**config.mk**
```make
export PLATFORM = sky130hd
export DESIGN_NAME = sync_down_counter_flat
export DESIGN_NICKNAME = d
export VERILOG_FILES = /design/src/rtl/sync_down_counter_if.sv /design/src/rtl/sync_down_counter.sv /design/src/flat_wrapper.sv
export SDC_FILE = /design/constraint.sdc
export NUM_CORES = 1
export LEC_CHECK = 0
export ABC_AREA = 0
export CAP_MARGIN = 5
export CORE_UTILIZATION = 36
export CTS_BUF_LIST = sky130_fd_sc_hd__clkbuf_8 sky130_fd_sc_hd__clkbuf_16
export DETAILED_ROUTE_END_ITERATION = 6
export GPL_ROUTABILITY_DRIVEN = 0
export MAX_ROUTING_LAYER = met4
export PLACE_DENSITY = 0.69
export SKIP_CTS_REPAIR_TIMING = 1
export SYNTH_ARGS = -nofsm -noshare
export SYNTH_HDL_FRONTEND = slang
export SYNTH_SLANG_ARGS = --single-unit
```
**constraint.sdc**
```tcl
create_clock -name CLK -period 2.52 [get_ports CLK]
set_clock_uncertainty 0.15 [all_clocks]
set_input_delay 0.504 -clock CLK [delete_from_list [all_inputs] [get_ports CLK]]
set_output_delay 0.504 -clock CLK [all_outputs]
set_load 0.05 [all_outputs]
```
**src/rtl/sync_down_counter_if.sv**
```systemverilog
// Control/status bundle for sync_down_counter: load/enable strobes in, count and flags out.
interface sync_down_counter_if #(
  parameter int unsigned WIDTH = 4
);
  logic             Load;
  logic [WIDTH-1:0] Load_Value;
  logic             Enable;
  logic             Auto_Reload;
  logic [WIDTH-1:0] Q;
  logic             TC;
  logic             Busy;
  logic             Done;

  modport master (
    output Load, Load_Value, Enable, Auto_Reload,
    input  Q, TC, Busy, Done
  );

  modport slave (
    input  Load, Load_Value, Enable, Auto_Reload,
    output Q, TC, Busy, Done
  );
endinterface

```
**src/rtl/sync_down_counter.sv**
```systemverilog
// Synchronous loadable down-counter/timer with one-shot and periodic terminal-count pulses.
// Every output is a flop; Busy/Done are registered copies of the FSM state.
module sync_down_counter #(
  parameter int unsigned WIDTH = 4
) (
  input logic              CLK,
  input logic              Reset,
  sync_down_counter_if.slave bus
);
  typedef enum logic [1:0] {
    IDLE = 2'd0,
    RUN  = 2'd1,
    DONE = 2'd2
  } state_t;

  state_t           state;
  logic [WIDTH-1:0] reload;

  always_ff @(posedge CLK or posedge Reset) begin
    if (Reset) begin
      state    <= IDLE;
      reload   <= '0;
      bus.Q    <= '0;
      bus.TC   <= 1'b0;
      bus.Busy <= 1'b0;
      bus.Done <= 1'b0;
    end else begin
      bus.TC <= 1'b0;
      if (bus.Load) begin
        // Load beats everything, including a coincident terminal edge
        bus.Q    <= bus.Load_Value;
        reload   <= bus.Load_Value;
        bus.Done <= 1'b0;
        if (bus.Load_Value != '0) begin
          state    <= RUN;
          bus.Busy <= 1'b1;
        end else begin
          state    <= IDLE;
          bus.Busy <= 1'b0;
        end
      end else if (state == RUN && bus.Enable) begin
        if (bus.Q == WIDTH'(1)) begin
          bus.TC <= 1'b1;
          if (bus.Auto_Reload) begin
            bus.Q <= reload;
          end else begin
            bus.Q    <= '0;
            state    <= DONE;
            bus.Busy <= 1'b0;
            bus.Done <= 1'b1;
          end
        end else if (bus.Q != '0) begin
          bus.Q <= bus.Q - WIDTH'(1);
        end
      end
    end
  end
endmodule

```
**src/flat_wrapper.sv**
```systemverilog
// flat-port wrapper written by rule: the top's interface ports become plain ports
module sync_down_counter_flat 
#(
  parameter int unsigned WIDTH = 4
)
  (CLK, Reset, bus_Load, bus_Load_Value, bus_Enable, bus_Auto_Reload, bus_Q, bus_TC, bus_Busy, bus_Done);
  sync_down_counter_if #(.WIDTH(WIDTH)) bus_i ();
  input logic CLK;
  input logic Reset;
  input wire logic [$bits(bus_i.Load)-1:0] bus_Load;
  input wire logic [$bits(bus_i.Load_Value)-1:0] bus_Load_Value;
  input wire logic [$bits(bus_i.Enable)-1:0] bus_Enable;
  input wire logic [$bits(bus_i.Auto_Reload)-1:0] bus_Auto_Reload;
  output wire logic [$bits(bus_i.Q)-1:0] bus_Q;
  output wire logic [$bits(bus_i.TC)-1:0] bus_TC;
  output wire logic [$bits(bus_i.Busy)-1:0] bus_Busy;
  output wire logic [$bits(bus_i.Done)-1:0] bus_Done;
  assign bus_i.Load = bus_Load;
  assign bus_i.Load_Value = bus_Load_Value;
  assign bus_i.Enable = bus_Enable;
  assign bus_i.Auto_Reload = bus_Auto_Reload;
  assign bus_Q = bus_i.Q;
  assign bus_TC = bus_i.TC;
  assign bus_Busy = bus_i.Busy;
  assign bus_Done = bus_i.Done;
  sync_down_counter #(.WIDTH(WIDTH)) u_core (.CLK(CLK), .Reset(Reset), .bus(bus_i));
endmodule
```
* Word-level counts from Yosys, hierarchy flattened
Index checks and enable logic that the tools add are counted.
Storage, ports and cells: output and inout bits 7, register bits after elaboration 13, input port bits 9
Operators by class: add/sub/neg operators 1, mux-type cells 22, reduce and logical (&&, ||, !) cells 8, equality and inequality tests 3
Operator list (count):
- 2-to-1 mux 4 bit | 5
- 2-to-1 mux 1 bit | 13
- 2-to-1 mux 2 bit | 4
- nonzero test 4 bit | 2
- == test 4 x 1 -> 1 bit (second input constant) | 1
- nonzero test 2 bit | 2
- subtractor 4 x 1 -> 4 bit (second input constant) | 1
- AND reduction 3 bit | 1
- nonzero test 3 bit | 1
- == test 2 x 1 -> 1 bit (second input constant) | 1
- != test 2 bit (second input constant) | 1
- AND reduction 2 bit | 1
- logical AND 1 bit | 1

* Logic depth before layout (Yosys ltp)
word-level depth 5, mapped depth 6, depth with buffers taken out 6

* Least setup slack after synthesis
Ideal clock, no wire load.
path type register to register, start reg u_core.bus.Q[0], end reg u_core.bus.Q[1], arrival 1.679 ns, data required time 2.278 ns, cell stages (with the launch flop) 6, slack 0.600 ns, setup time 0.092 ns, path through dfrtp_1 > ha_1 > nor3b_4 > nand3_2 > o211a_1 > o31ai_2
On the way: cells in the longest elaborated chain, start to end 5, elaborated cells on any way between the ends 9, those cells by class 1 x add/sub; 1 x eq/ne; 4 x mux; 3 x reduce/logical
RTL lines:
- start, declared | line sync_down_counter_if.sv:21 | output Q, TC, Busy, Done
- start signal, assigned | line sync_down_counter.sv:31 | bus.Q <= bus.Load_Value;
- start signal, assigned | line sync_down_counter.sv:45 | bus.Q <= reload;
- start signal, assigned | line sync_down_counter.sv:53 | bus.Q <= bus.Q - WIDTH'(1);
- subtractor 4 x 1 -> 4 bit | line sync_down_counter.sv:53
- 2-to-1 mux 4 bit | line sync_down_counter.sv:52 | end else if (bus.Q != '0) begin
- 2-to-1 mux 4 bit | line sync_down_counter.sv:42 | if (bus.Q == WIDTH'(1)) begin
- 2-to-1 mux 4 bit | line sync_down_counter.sv:41 | end else if (state == RUN && bus.Enable) begin
- 2-to-1 mux 4 bit | line sync_down_counter.sv:29 | if (bus.Load) begin
Parallel ways exist; a longest one is shown, timed or not. The select of a mux whose other input is x is not followed. A chain may end at the register's enable or synchronous reset.

* Final worst setup path
start reg u_core.bus.Q[2], end out bus_Q[2]
RTL lines:
- end, declared | line flat_wrapper.sv:14 | output wire logic [$bits(bus_i.Q)-1:0] bus_Q;
No word-level cell between the ends.

==> run metrics <==
global-route wire length before repair 2.373 mm; die height 44.02 um; worst slack, placed 517.2 ps; crit path DAT 1610 ps; Worst Hold Launch u_core.reload[2]; slowest CP cell clkdlybuf4s50_1; Clock Latency Late Sink 240 ps; status finished, final reports clean; Starting Density 40.32%; Leakage 0.3715 nW; Core ar. 1577 um^2; syn nets 76; port bufs 15; Max VDD drop 0.3426 mV; num rows 14; WP data required 1870 ps; H-tree level count 1; Mean Syn Cell Area 9.931 um^2; commonest register cell after synthesis dfrtp_1; Detailed Route Iter0 Violations 11; Reg2Reg Depth 6; Post-synth top cells 11 x dfrtp_1, 7 x inv_1, 6 x nor2_1; all-layer global routing usage 17.44%; DRC 0; grt ovf 0; fin. max-slew vios 0; Tcrit/Tclk final 89.76%; pin count of the biggest net entering global routing 12; wire per inst 14.17 um; Post-synth EDFFs 0; Slew headroom 67.16%; max cap viols 0; Max Freq 442.1 MHz; HPWL after detailed placement 994.8 um; Worst Path Buf+Inv 1; Post-Route WL 1.389 mm; final setup vio count 0; Die ar. 1938 um^2; TritonRoute pass-1 iters 4; io pins 16; crit path cell chain clkdlybuf4s50_1; CTS tree built; vias in the first global route 523; CP delay by family, top buffers and inverters; RSZ-0062 raised after global routing no; Slew @ Worst Pin 491.0 ps; crit path capture type output pin; Synth area leader dfrtp_1; vias per cell 5.531; crit path from u_core.bus.Q[2]; Post-Synthesis Cells 64; synthesized cell area 635.6 um^2; final setup TNS 0 ps; largest cells by area after synthesis dfrtp_1 43%, ha_1 5.9%, inv_1 4.1%; CTS sink count 11; total chip power 0.5509 mW; FF+latch count, synth 11; pwr dens 647.5 nW/um^2; Startpoint Class register; slowest cell delay on critical path 860 ps; CP max FO 7; Hold/Removal Path Class register to register; WHS Path Cells 1; Setup Crit Path Kind register to output pin; Fin. Hold Viols 0; Critical R2R Capture u_core.bus.Q[1]; # fillers 150; Antenna Diode Count 0; Synth cell types 31; via count 542; CTS Buffer Depth 2; clock-pin slew on the worst setup and hold paths 60 ps; R2R setup slack 620 ps; Area Overhead vs Synth 33.86%; count leader, synth dfrtp_1; final worst setup slack 258.0 ps; antenna viol nets, final 0; root buf cell clkbuf_8; worst hold endpoint u_core.reload[2]; post-synthesis sequential area ratio 43.31%; initial antenna violation count 0; Yosys top cell area share 43.31%; layout cells sized above 1 17.07%; asr flop ratio synth 100.0%; CTS Buf Count 3; Final Critical Period 2262 ps; layout net count 95; die width 44.02 um; worst r2r src u_core.bus.Q[1]; Synth warnings 0
==> final cells by class <==
| type | count | area, um^2 | area share [%] |
|---|---|---|---|
| multi-input combinational | 44 | 325.3 | 38.24 |
| sequential | 11 | 275.3 | 32.35 |
| timing repair buffer | 16 | 157.7 | 18.53 |
| clock buffer | 3 | 41.29 | 4.853 |
| inverter | 7 | 26.28 | 3.088 |
| tap | 16 | 20.02 | 2.353 |
| clock inverter | 1 | 5.005 | 0.5882 |
==> kinds of logic (layout without fill, tap and decap cells) <==
kind of cell | Yosys count | after routing | share of synthesized area, %
multiplexers | 2 | 2 | 3.346
AO/OA/AOI/OAI | 18 | 18 | 19.29
XOR/XNOR | 1 | 1 | 1.378
buffers and inverters | 9 | 27 | 5.511
adder cells (fa/ha/maj) | 3 | 3 | 5.906
flip-flops | 11 | 11 | 43.31
AND/OR/NAND/NOR | 20 | 20 | 21.26
==> sequential cells by signal, summed over array words and instances, names as in the netlist <==
name	count
u_core.bus.Q	4
u_core.reload	4
u_core.state	2
u_core.bus.TC	1
==> cell usage in the layout (no fill, tap or decap), types with 2 or more instances in the layout <==
cell type and instances:
ha_1 3, o21ai_1 4, a21oi_1 3, nor3_1 2, nor2_1 6, nand2_1 3, o21ai_0 3, inv_1 7
clkdlybuf4s50_1 15, clkbuf_8 3, dfrtp_1 11
==> power breakdown <==
part | internal (mW) | switching (mW)
sequential | 0.193 | 0.0203
combinational | 0.0647 | 0.0926
clock | 0.109 | 0.0718
total | 0.366 | 0.185
==> metal layers <==
metal  global-route usage, %  up-vias  wire, um
met4                   9.091        0        19
met1                   22.60      261       676
met2                   26.47       15       653
li1                        -      264         -
met5                       -        -         0
met3                   2.449        2        40
==> per-stage QoR <==
step	cell area (um^2)	util [%]	hold slack [ps]	std cells
after global placement	804.5	51.03	336.3	94
final	850.8	53.97	353.0	98
after floorplan	635.6	-	206.4	64
after detailed placement	804.5	51.03	339.5	94
after global routing	850.8	53.97	362.2	98
after CTS	850.8	53.97	351.7	98
==> how the worst max path moves through the flow <==
stage,depth (start not counted),endpoint
floorplan,5,u_core.bus.Q[1]
global placement,1,bus_Q[2]
detailed placement,1,bus_Q[2]
CTS,1,bus_Q[2]
global route,1,bus_Q[2]
finish,1,bus_Q[2]
Power figures use the tool's default switching activity.
